File: config.mk
export PLATFORM = sky130hd
export DESIGN_NAME = sr_flag_arbiter
export DESIGN_NICKNAME = d
export VERILOG_FILES = /design/src/rtl/sr_flag_pkg.sv /design/src/rtl/sr_flag_arbiter_rr_arbiter.sv /design/src/rtl/sr_flag_arbiter.sv
export SDC_FILE = /design/constraint.sdc
export NUM_CORES = 1
export LEC_CHECK = 0
export CORE_ASPECT_RATIO = 0.6
export CORE_MARGIN = 3
export CORE_UTILIZATION = 30
export DETAILED_ROUTE_END_ITERATION = 16
export SYNTH_ARGS = -nofsm -noshare
export SYNTH_HDL_FRONTEND = slang
export SYNTH_SLANG_ARGS = --single-unit
export TNS_END_PERCENT = 5
File: constraint.sdc
create_clock -name clk -period 5.1 [get_ports clk]
set_input_delay 0.51 -clock clk [delete_from_list [all_inputs] [get_ports clk]]
set_output_delay 0.51 -clock clk [all_outputs]
set_load 0.01 [all_outputs]
File: src/rtl/sr_flag_pkg.sv
// Shared definitions for the SR flag arbiter: command op encodings and
// default parameter values used by the top level and its arbiter.
package sr_flag_pkg;

  typedef enum logic [1:0] {
    OP_HOLD = 2'b00,
    OP_CLR  = 2'b01,
    OP_SET  = 2'b10,
    OP_INV  = 2'b11
  } flag_op_e;

  localparam int DEF_NUM_REQ   = 4;
  localparam int DEF_NUM_FLAGS = 8;
  localparam int DEF_IDX_W     = 3;
  localparam int DEF_CNT_W     = 8;

endpackage

File: src/rtl/sr_flag_arbiter_rr_arbiter.sv
// Round-robin arbiter with a wrap-around priority scan.
// Ports:
//   clk, reset : clock (rising edge), asynchronous active-high reset
//   req[N]     : request vector (already masked by the caller)
//   advance    : a grant was accepted this cycle; move the pointer past it
//   gnt[N]     : one-hot combinational grant, zero when nothing requests
module rr_arbiter
  import sr_flag_pkg::*;
#(
  parameter int N = DEF_NUM_REQ
) (
  input  logic         clk,
  input  logic         reset,
  input  logic [N-1:0] req,
  input  logic         advance,
  output logic [N-1:0] gnt
);

  localparam int PW = (N > 1) ? $clog2(N) : 1;

  logic [PW-1:0] rr_ptr;
  logic [PW-1:0] next_ptr;
  logic [PW-1:0] j;
  logic          found;

  // Scan from rr_ptr upward, wrapping modulo N; the first requester wins
  // and the pointer moves to the slot just after it.
  always_comb begin
    gnt      = '0;
    next_ptr = rr_ptr;
    j        = '0;
    found    = 1'b0;
    for (int k = 0; k < N; k++) begin
      j = PW'((int'(rr_ptr) + k) % N);
      if (!found && req[j]) begin
        gnt[j]   = 1'b1;
        found    = 1'b1;
        next_ptr = (j == PW'(N - 1)) ? '0 : j + 1'b1;
      end
    end
  end

  // Pointer register: only moves when a grant is actually taken.
  always_ff @(posedge clk or posedge reset) begin
    if (reset) begin
      rr_ptr <= '0;
    end else if (advance) begin
      rr_ptr <= next_ptr;
    end
  end

endmodule

File: src/rtl/sr_flag_arbiter.sv
// Shared bank of SR status flags written by several requesters through a
// round-robin arbitrated valid/ready handshake.
// Ports:
//   clk, reset  : clock (rising edge), asynchronous active-high reset
//   req_valid   : per-requester command valid
//   req_op      : per-requester op, 2 bits each (hold/clear/set/invalid)
//   req_idx     : per-requester flag index, IDX_W bits each
//   req_ready   : one-hot combinational grant
//   clear_all   : synchronous bank clear, blocks all grants while high
//   flags       : flag bank (q), flags_bar its complement (q_bar)
//   err_cnt     : saturating count of accepted invalid/out-of-range commands
//   grant_id    : index of the last granted requester
module sr_flag_arbiter
  import sr_flag_pkg::*;
#(
  parameter int NUM_REQ   = DEF_NUM_REQ,
  parameter int NUM_FLAGS = DEF_NUM_FLAGS,
  parameter int IDX_W     = DEF_IDX_W,
  parameter int CNT_W     = DEF_CNT_W
) (
  input  logic                     clk,
  input  logic                     reset,
  input  logic [NUM_REQ-1:0]       req_valid,
  input  logic [2*NUM_REQ-1:0]     req_op,
  input  logic [IDX_W*NUM_REQ-1:0] req_idx,
  output logic [NUM_REQ-1:0]       req_ready,
  input  logic                     clear_all,
  output logic [NUM_FLAGS-1:0]     flags,
  output logic [NUM_FLAGS-1:0]     flags_bar,
  output logic [CNT_W-1:0]         err_cnt,
  output logic [IDX_W-1:0]         grant_id
);

  localparam logic [IDX_W:0] NF = (IDX_W + 1)'(NUM_FLAGS);

  function automatic logic [CNT_W-1:0] sat_inc(input logic [CNT_W-1:0] c);
    return (&c) ? c : c + CNT_W'(1);
  endfunction

  logic [NUM_REQ-1:0]   arb_req;
  logic [NUM_REQ-1:0]   gnt;
  logic                 xfer;
  flag_op_e             sel_op;
  logic [IDX_W-1:0]     sel_idx;
  logic [IDX_W-1:0]     sel_id;
  logic                 in_range;
  logic                 bad_cmd;
  logic [NUM_FLAGS-1:0] mask;

  logic [NUM_FLAGS-1:0] flag_bank_p1;
  logic [CNT_W-1:0]     err_cnt_p1;
  logic [IDX_W-1:0]     grant_id_p1;

  // clear_all hides every request from the arbiter so pending commands
  // simply wait; reset additionally forces ready low at the output.
  assign arb_req = req_valid & {NUM_REQ{~clear_all}};

  rr_arbiter #(.N(NUM_REQ)) u_arb (
    .clk     (clk),
    .reset   (reset),
    .req     (arb_req),
    .advance (xfer),
    .gnt     (gnt)
  );

  assign req_ready = gnt & {NUM_REQ{~reset}};
  assign xfer      = |(req_valid & req_ready);

  always_comb begin
    sel_op  = OP_HOLD;
    sel_idx = '0;
    sel_id  = '0;
    for (int i = 0; i < NUM_REQ; i++) begin
      if (gnt[i]) begin
        sel_op  = flag_op_e'(req_op[2*i +: 2]);
        sel_idx = req_idx[IDX_W*i +: IDX_W];
        sel_id  = IDX_W'(i);
      end
    end
  end

  assign in_range = ({1'b0, sel_idx} < NF);
  assign bad_cmd  = xfer && ((sel_op == OP_INV) || !in_range);
  assign mask     = {{(NUM_FLAGS-1){1'b0}}, 1'b1} << sel_idx;

  // ---- stage p1: flag bank, error counter and grant id registers ----
  always_ff @(posedge clk or posedge reset) begin
    if (reset) begin
      flag_bank_p1 <= '0;
    end else if (clear_all) begin
      flag_bank_p1 <= '0;
    end else if (xfer && in_range) begin
      case (sel_op)
        OP_SET:  flag_bank_p1 <= flag_bank_p1 | mask;
        OP_CLR:  flag_bank_p1 <= flag_bank_p1 & ~mask;
        default: flag_bank_p1 <= flag_bank_p1;
      endcase
    end
  end

  always_ff @(posedge clk or posedge reset) begin
    if (reset) begin
      err_cnt_p1 <= '0;
    end else if (bad_cmd) begin
      err_cnt_p1 <= sat_inc(err_cnt_p1);
    end
  end

  always_ff @(posedge clk or posedge reset) begin
    if (reset) begin
      grant_id_p1 <= '0;
    end else if (xfer) begin
      grant_id_p1 <= sel_id;
    end
  end

  assign flags     = flag_bank_p1;
  assign flags_bar = ~flag_bank_p1;
  assign err_cnt   = err_cnt_p1;
  assign grant_id  = grant_id_p1;

endmodule

# Yosys cells after proc, flatten, opt, wreduce, memory -nomap -nowiden
# Index checks and enable logic that the tools add are counted.
op_classes:
  add_sub_neg: 8
  magnitude_cmp: 8
  eq_ne: 7
  n_shift: 1
  mux: 45
  bitwise: 13
  n_reduce_logical: 19
op_table:
  columns: ["op", "count"]
  rows:
  - ["2-to-1 mux 2 bit", 12]
  - ["2-to-1 mux 3 bit", 6]
  - ["2-to-1 mux 4 bit", 4]
  - ["2-to-1 mux 8 bit", 2]
  - ["NOT 8 bit", 2]
  - ["case mux 8 bit (2 select lines)", 1]
  - ["bitwise AND 4 bit", 3]
  - ["equality test 2 bit, second input constant", 6]
  - ["less-than comparator 2 x 3 -> 1 bit, second input constant", 4]
  - ["2-to-1 mux 1 bit", 12]
  - ["bitwise OR 4 bit", 3]
  - ["adder 2 x 1 -> 2 bit, second input constant", 5]
  - ["adder 8 x 1 -> 8 bit, second input constant", 1]
  - ["bitwise AND 8 bit", 1]
  - ["binary-select mux 1 bit (select 2 bit)", 4]
  - ["demux 1 bit (select 2 bit)", 4]
  - ["greater-or-equal comparator 2 x 1 -> 1 bit, second input constant", 4]
  - ["logical AND 1 bit", 8]
  - ["bitwise OR 8 bit", 1]
  - ["AND reduction 8 bit", 1]
  - ["<< shifter 1 x 3 -> 8 bit, first input constant", 1]
  - ["AND reduction 2 bit", 3]
  - ["adder 2 bit, second input constant", 2]
  - ["nonzero test 4 bit", 1]
  - ["6 further kinds", 10]
word_totals:
  regBits: 21
  inputBits: 27
  output_inout_bits: 31
  wordCells: 105

# Logic depth before layout (Yosys ltp)
# Gate-level depths: netlist (run 1).
depth:
  word_depth: 24
  depth_mapped: 15
  depth_no_buf: 11

# Cells and area by module
# Synthesis (run 1) repeated with hierarchy kept, for this count alone.
unflattened:
  cells_unflattened: 200
  area_unflattened_um2: 1828.0
by_module_without_submodules:
  columns: ["module", "n_inst", "cells_each", "area_each_um2", "seq_area_each_um2"]
  rows:
  - ["sr_flag_arbiter", 1, 133, 1234.9, 450.4]
  - ["rr_arbiter", 1, 67, 593.1, 50.0]

# Worst setup path before layout (run 1)
# Ideal clock, no wire load.
synth_path:
  path_kind: "reg-to-reg"
  from: "reg u_arb.rr_ptr[0]"
  to: "reg err_cnt_p1[1] (netlist: err_cnt[1])"
  setup_ns: 0.125
  t_arrival_ns: 3.659
  required_ns: 4.975
  path_slack_ns: 1.316
  stages_incl_launch_ff: 14
  path_buffers: 3
  synth_period_minus_slack_ns: 3.784
  path_cell_list: "dfrtp_1 buf_6 inv_1 ha_1 buf_2 and3b_1 o2111ai_1 a21boi_1 or3_4 nor4_4 o2bb2ai_2 and3_1 buf_4 mux2_2"
synth_between:
  elab_chain_cells: 19
  elab_cells_between_ends: 57
  classes_between: "add/sub: 3; order compare: 8; eq/ne: 1; mux: 27; bitwise: 5; reduce/logical: 13"
synth_lines:
  columns: ["element", "line_no", "source"]
  rows:
  - ["start, declared", "sr_flag_arbiter_rr_arbiter.sv:21", "logic [PW-1:0] rr_ptr;"]
  - ["start signal, assigned", "sr_flag_arbiter_rr_arbiter.sv:48", "rr_ptr <= next_ptr;"]
  - ["branches (longest 11 deep; another with less-than comparator 2 x 3 -> 1 bit)", null, null]
  - ["2-to-1 mux 4 bit (*)", "sr_flag_arbiter_rr_arbiter.sv:35", "if (!found && req[j]) begin"]
  - ["2-to-1 mux 2 bit (4 in series)", "sr_flag_arbiter.sv:74", "if (gnt[i]) begin"]
  - ["equality test 2 bit", "sr_flag_arbiter.sv:83", "assign bad_cmd = xfer && ((sel_op == OP_INV) || !in_range);"]
  - ["logical AND 1 bit (*)", "sr_flag_arbiter.sv:83", null]
  - ["AND reduction 2 bit (no line) (*)", null, null]
  - ["end signal, assigned", "sr_flag_arbiter.sv:105", "err_cnt_p1 <= sat_inc(err_cnt_p1);"]
  - ["end, declared", "sr_flag_arbiter.sv:51", "logic [CNT_W-1:0] err_cnt_p1;"]
# Mark *: on every way between the ends. The select of a mux whose other input is x is not followed.
# A chain may end at the register's enable or synchronous reset.

# Final worst setup path (run 1)
# Ends and elaborated chain as after synthesis.

==> flow_metrics.tcl, run 1 <==
set metrics [dict create \
    synthAdderAreaFrac 0.0541 \
    grt_pass1_wl_um 8850 \
    regArea_um2 500 \
    ys_types 64 \
    clock_skew_ps 3.41 \
    fp.dieH_um 66.8 \
    via_per_inst 5.27 \
    period_minus_slack_ps 4500 \
    power_per_cell_area_nw_per_um2 462 \
    finalSetupViolCount 0 \
    combPwrFrac 0.668 \
    internal_power_w 0.000615 \
    worstHoldPathCells 2 \
    synthArstFlopShare 1.00 \
    grt_use_total 0.157 \
    yosys.area_share.simple 0.286 \
    core_area_um2 5750 \
    rsz0062_at_grt "no" \
    finalCritPeriodShare 0.882 \
    slew_viol_final 0 \
    first_iter_violations 137 \
    seqPwrFrac 0.197 \
    final_area_um2 2550 \
    syn_inst 210 \
    muxShareOfSynthArea 0.0399 \
    fmax_mhz 222 \
    fill_cells 541 \
    io_buffers 56 \
    yosys_warnings 0 \
    fin_cells 344 \
    synth_edf_count 0 \
    post_cts_resized 0 \
    yosys_register_bits 20 \
    cap_violations 0 \
    worstHoldEndpoint "grant_id[1]" \
    cp.arrival_ps 4650 \
    clkSinkCount 20 \
    avgSynthCellArea_um2 8.81 \
    cp-start-kind "flip-flop" \
    cts_tree "done" \
    post_cts_buffers 0 \
    synth_area_um2 1850 \
    hold_class "flip-flop to flip-flop" \
    ys.flop_type "dfrtp_1" \
    dr_total_vias 1814 \
    place_area_um2 2470 \
    min_from "grant_id[1]" \
    place_congestion 0.883 \
    cts_htree_levels 1 \
    insertion_delay_ps 260 \
    p_switching_w 0.000562 \
    antenna_found_initial 0 \
    grt_max_degree 22 \
    dpl.hpwl_um 4380 \
    vdd_drop_max_mv 0.198 \
    drtPass1Iterations 4 \
    ant_nets 0 \
    ff2ff_setup_slack_ps 600 \
    cts_buffer_depth 2 \
    status "finished clean" \
    yosysSeqAreaShare 0.271 \
    clkSlewWorstSetupHoldPaths_ps 80 \
    final_nets 300 \
    cts_buffers 3 \
    power.leakage_nw 1.01 \
    die_area_um2 7170 \
    synth_fp_nets 245 \
    path_max_fanout 14 \
    tns_ps 0 \
    drive_gt1_frac 0.0871 \
    drt_wl_total_um 5600 \
    post-place-cells 340 \
    clock_power_share 0.135 \
    cts_root_buf "clkbuf_8" \
    ioPinCount 58 \
    wl_per_cell_um 16.3 \
    multi_input_area_um2 1250 \
    rr_worst_depth 10 \
    crit_path_end_kind "flip-flop" \
    overflow 0 \
    synth_top_family_by_area "simple AND/OR/NAND/NOR gates" \
    switching_share 0.478 \
    drc 0 \
    tightestPinTransition_ps 798 \
    slew_headroom 0.467 \
    synth_compound_area_frac 0.245 \
    n_antenna_cell 0 \
    postCtsHoldBufs 0 \
    row_count 21 \
    initial_core_util 0.321 \
    r2r-end "err_cnt[1]" \
    syn_to_final_growth_pct 37.7 \
    r2r-start "u_arb.rr_ptr[0]" \
    first_global_vias 1672 \
    die_w_um 107 \
    synth-xor-area-share 0.0467 \
    cp.required_ps 5250 \
    critPathKind "flip-flop to flip-flop" \
    finalHoldViolCount 0 \
]
## worst max-delay path, stage by stage, from the launching register on
cell       delay (ps)
dfrtp_1           650
inv_1             240
ha_1              470
and3b_1           230
o2111ai_1         430
a21boi_1          290
nor3_1            600
a311oi_1          210
o2bb2ai_2         460
and3_1            430
mux2_2            370
## worst max path at each step
stage,start,end,cells past startpoint
after global routing,u_arb.rr_ptr[0],err_cnt[1],10
after global placement,u_arb.rr_ptr[0],err_cnt[1],10
after detailed placement,u_arb.rr_ptr[0],err_cnt[1],10
after floorplan,u_arb.rr_ptr[0],err_cnt[1],13
final,u_arb.rr_ptr[0],err_cnt[1],10
after CTS,u_arb.rr_ptr[0],err_cnt[1],10
## cell families after synthesis
group	count (synthesis)
flip-flops	20
AO/OA/AOI/OAI	57
AND/OR/NAND/NOR	87
buffers and inverters	22
other	1
XOR/XNOR	9
multiplexers	6
adder cells (fa/ha/maj)	8
## state kept, by name (all words and copies together) (netlist names)
| register | count |
|---|---|
| u_arb.rr_ptr | 2 |
| err_cnt | 8 |
| flags | 8 |
| grant_id | 2 |
## power by group through the flow
stage               Combinational [W]  Sequential [W]  Clock, W
floorplan                    0.000570        0.000223         0
global placement             0.000776        0.000233         0
detailed placement           0.000775        0.000234         0
CTS                          0.000780        0.000230  0.000164
global route                 0.000871        0.000237  0.000170
finish                       0.000786        0.000232  0.000159
## layout make-up
cell class / instances / share of cell area
clock buffers: 3 / 0.0162
clock inverters: 1 / 0.0118
inverters: 14 / 0.0206
multi-input cells: 168 / 0.489
flip-flops and latches: 20 / 0.197
well taps: 80 / 0.0393
repair buffers: 58 / 0.226
## cell usage in the layout, fill, tap and decap left out, types with 3 or more instances in the layout
cell	synthesis	final
ha_1	8	8
o21ai_0	6	6
o31a_1	4	4
clkdlybuf4s50_1	0	56
nor2_1	18	18
and3b_1	3	3
dfrtp_1	20	20
a311oi_1	4	4
and3_1	7	7
o31ai_1	6	6
nand4_1	7	7
mux2i_1	4	4
nor3_1	5	5
o2bb2ai_1	3	3
nor2b_1	3	3
clkbuf_8	0	3
nand3_1	4	4
nand2_1	16	16
xnor2_1	7	7
inv_1	14	14
a21oi_1	7	7
nor3b_1	6	6
## routing by layer
layer | track usage | wire, um
met1 | 0.251 | 3010
met2 | 0.210 | 2190
met5 | 0 | 0
met3 | 0.0358 | 365
met4 | 0.0283 | 37
## through the flow
stage	util	total power (W)	worst slack, ps	hold slack [ps]
after detailed placement	0.430	0.00101	645	479
after global routing	0.442	0.00128	233	519
final	0.442	0.00118	602	502
after CTS	0.442	0.00117	635	503
after global placement	0.430	0.00101	772	493
after floorplan	-	0.000794	1320	479
## cells in the mapped netlist (3+ instances only)
cell / instances / area, um2
mux2i_1: 4 / 40.0
a21oi_1: 7 / 35.0
nand4_1: 7 / 43.8
a311oi_1: 4 / 35.0
xnor2_1: 7 / 61.3
dfrtp_1: 20 / 500
nor2b_1: 3 / 18.8
o31ai_1: 6 / 45.0
and3_1: 7 / 43.8
o21ai_0: 6 / 30.0
nand2_1: 16 / 60.1
ha_1: 8 / 100
o31a_1: 4 / 35.0
inv_1: 14 / 52.6
buf_2: 4 / 20.0
nor2_1: 18 / 67.6
o2bb2ai_1: 3 / 26.3
nand3_1: 4 / 20.0
and3b_1: 3 / 26.3
nor3b_1: 6 / 45.0
nor3_1: 5 / 25.0
Note: power is estimated with default switching activity, not from simulation.
==> run 2: changes to the inputs <==
Settings changed: CORE_UTILIZATION 30 to 47, PLACE_DENSITY from default to 0.81, SLEW_MARGIN from default to 20.
==> run 2 against run 1 <==
Net effect: sequential power about the same; setup slack worse by 48 ps; flip-flop and latch count unchanged; global-route usage up 8.3 points; cell area down 1.7%; sequential share of layout area up 0.34 points; register-to-register slack worse by 50 ps; final cell count down 10%; total power about the same; wire length down 2.1%; clock power about the same; critical endpoint unchanged; largest cell class unchanged.
==> flow_metrics.tcl, run 2 (synthesized netlist as in run 1, its figures left out) <==
set metrics [dict create \
    first_iter_violations 178 \
    syn_to_final_growth_pct 35.3 \
    wl_per_cell_um 17.8 \
    power_per_cell_area_nw_per_um2 470 \
    dpl.hpwl_um 4300 \
    grt_pass1_wl_um 8670 \
    fmax_mhz 220 \
    insertion_delay_ps 260 \
    status "finished clean" \
    first_global_vias 1674 \
    drt_wl_total_um 5490 \
    vdd_drop_max_mv 0.333 \
    drtPass1Iterations 4 \
    core_area_um2 3500 \
    cap_violations 0 \
    finalCritPeriodShare 0.892 \
    critPathKind "flip-flop to flip-flop" \
    finalSetupViolCount 0 \
    rsz0062_at_grt "no" \
    n_antenna_cell 0 \
    via_per_inst 6.08 \
    fp.dieH_um 54.6 \
    cts_root_buf "clkbuf_8" \
    io_buffers 56 \
    initial_core_util 0.528 \
    die_area_um2 4750 \
    slew_headroom 0.476 \
    antenna_found_initial 0 \
    layout_common_cells "56 x clkdlybuf4s50_1, 20 x dfrtp_1, 18 x nor2_1, 16 x nand2_1, 14 x inv_1" \
    drc 0 \
    period_minus_slack_ps 4550 \
    tns_ps 0 \
    grt_max_degree 22 \
    critPathMaxStageDelay_ps 650 \
    cp-start-kind "flip-flop" \
    slew_viol_final 0 \
    crit_chain "inv_1, ha_1, and3b_1, o2111ai_1, a21boi_1, nor3_1, a311oi_1, o2bb2ai_2, and3_1, mux2_2" \
    row_count 16 \
    cp.required_ps 5250 \
    overflow 0 \
    path_max_fanout 14 \
    fin_cells 309 \
    hold_class "flip-flop to flip-flop" \
    clkSlewWorstSetupHoldPaths_ps 70 \
    tightestPinTransition_ps 785 \
    finalHoldViolCount 0 \
    cts_buffer_depth 2 \
    layout_commonest_cell "clkdlybuf4s50_1" \
    cts_htree_levels 1 \
    post-place-cells 305 \
    post_cts_resized 0 \
    clkSinkCount 20 \
    die_w_um 87.0 \
    grt_use_total 0.240 \
    clock_skew_ps 2.15 \
    drive_gt1_frac 0.0871 \
    cts_buffers 3 \
    final_area_um2 2500 \
    final_nets 300 \
    cts_tree "done" \
    cp_slowest_cell "dfrtp_1" \
    ant_nets 0 \
    place_congestion 0.960 \
    power.leakage_nw 1.01 \
    place_area_um2 2430 \
    cp.arrival_ps 4690 \
    ioPinCount 58 \
    postCtsHoldBufs 0 \
    post_cts_buffers 0 \
    dr_total_vias 1879 \
    crit_path_end_kind "flip-flop" \
]
run 2: cell counts in the layout (fill, tap and decap cells not counted):
No cell type changed its count.
run 2: layout make-up:
class	instances	area (um2)
clock buffer	3	41.3
clock inverter	1	30.0
fill	277	1000
inverter	14	52.6
multi-input combinational	168	1250
sequential	20	500
tap	45	56.3
timing repair buffer	58	576
run 2: power by group:
group / leakage (nW) / internal (W) / switching (W)
combinational: 0.699 / 0.000326 / 0.000461
clock: 0.0357 / 0.000105 / 0.0000522
sequential: 0.273 / 0.000184 / 0.0000479
total: 1.01 / 0.000615 / 0.000561
run 2: path summary, 6_finish.rpt:
path                                 start          to  slack (ps)  cells after the start
setup reg to reg           u_arb.rr_ptr[0]  err_cnt[1]         550                     10
min in group asynchronous            reset    flags[0]         850                      2
setup / recovery           u_arb.rr_ptr[0]  err_cnt[1]         550                     10
hold / removal                  err_cnt[6]  err_cnt[6]         500                      1
hold reg to reg                 err_cnt[6]  err_cnt[6]         500                      1
max in group asynchronous            reset    flags[3]        3760                      2
run 2: metrics by stage:
stage | util | worst slack [ps] | hold slack, ps | power (W)
2_1_floorplan | - | 1320 | 479 | 0.000794
3_3_place_gp | 0.694 | 765 | 472 | 0.00100
3_5_place_dp | 0.694 | 639 | 490 | 0.00101
4_1_cts | 0.714 | 597 | 505 | 0.00117
5_1_grt | 0.714 | 217 | 526 | 0.00127
6_report | 0.714 | 553 | 500 | 0.00118
run 2: critical path, delay by kind of cell (launching register included):
kind            cells  cell delay (ps)
mux                 1              370
compound gates      4             1390
fa+ha+maj           1              460
buf+inv             1              250
simple gates        3             1310
flops               1              650
run 2: layer usage:
metal / GRT usage / share of wire / vias to the layer above
li1: - / - / 897
met1: 0.383 / 0.50 / 890
met2: 0.324 / 0.39 / 90
met3: 0.0617 / 0.11 / 2
met4: 0.0259 / 0.0022 / 0
met5: 0 / 0 / -
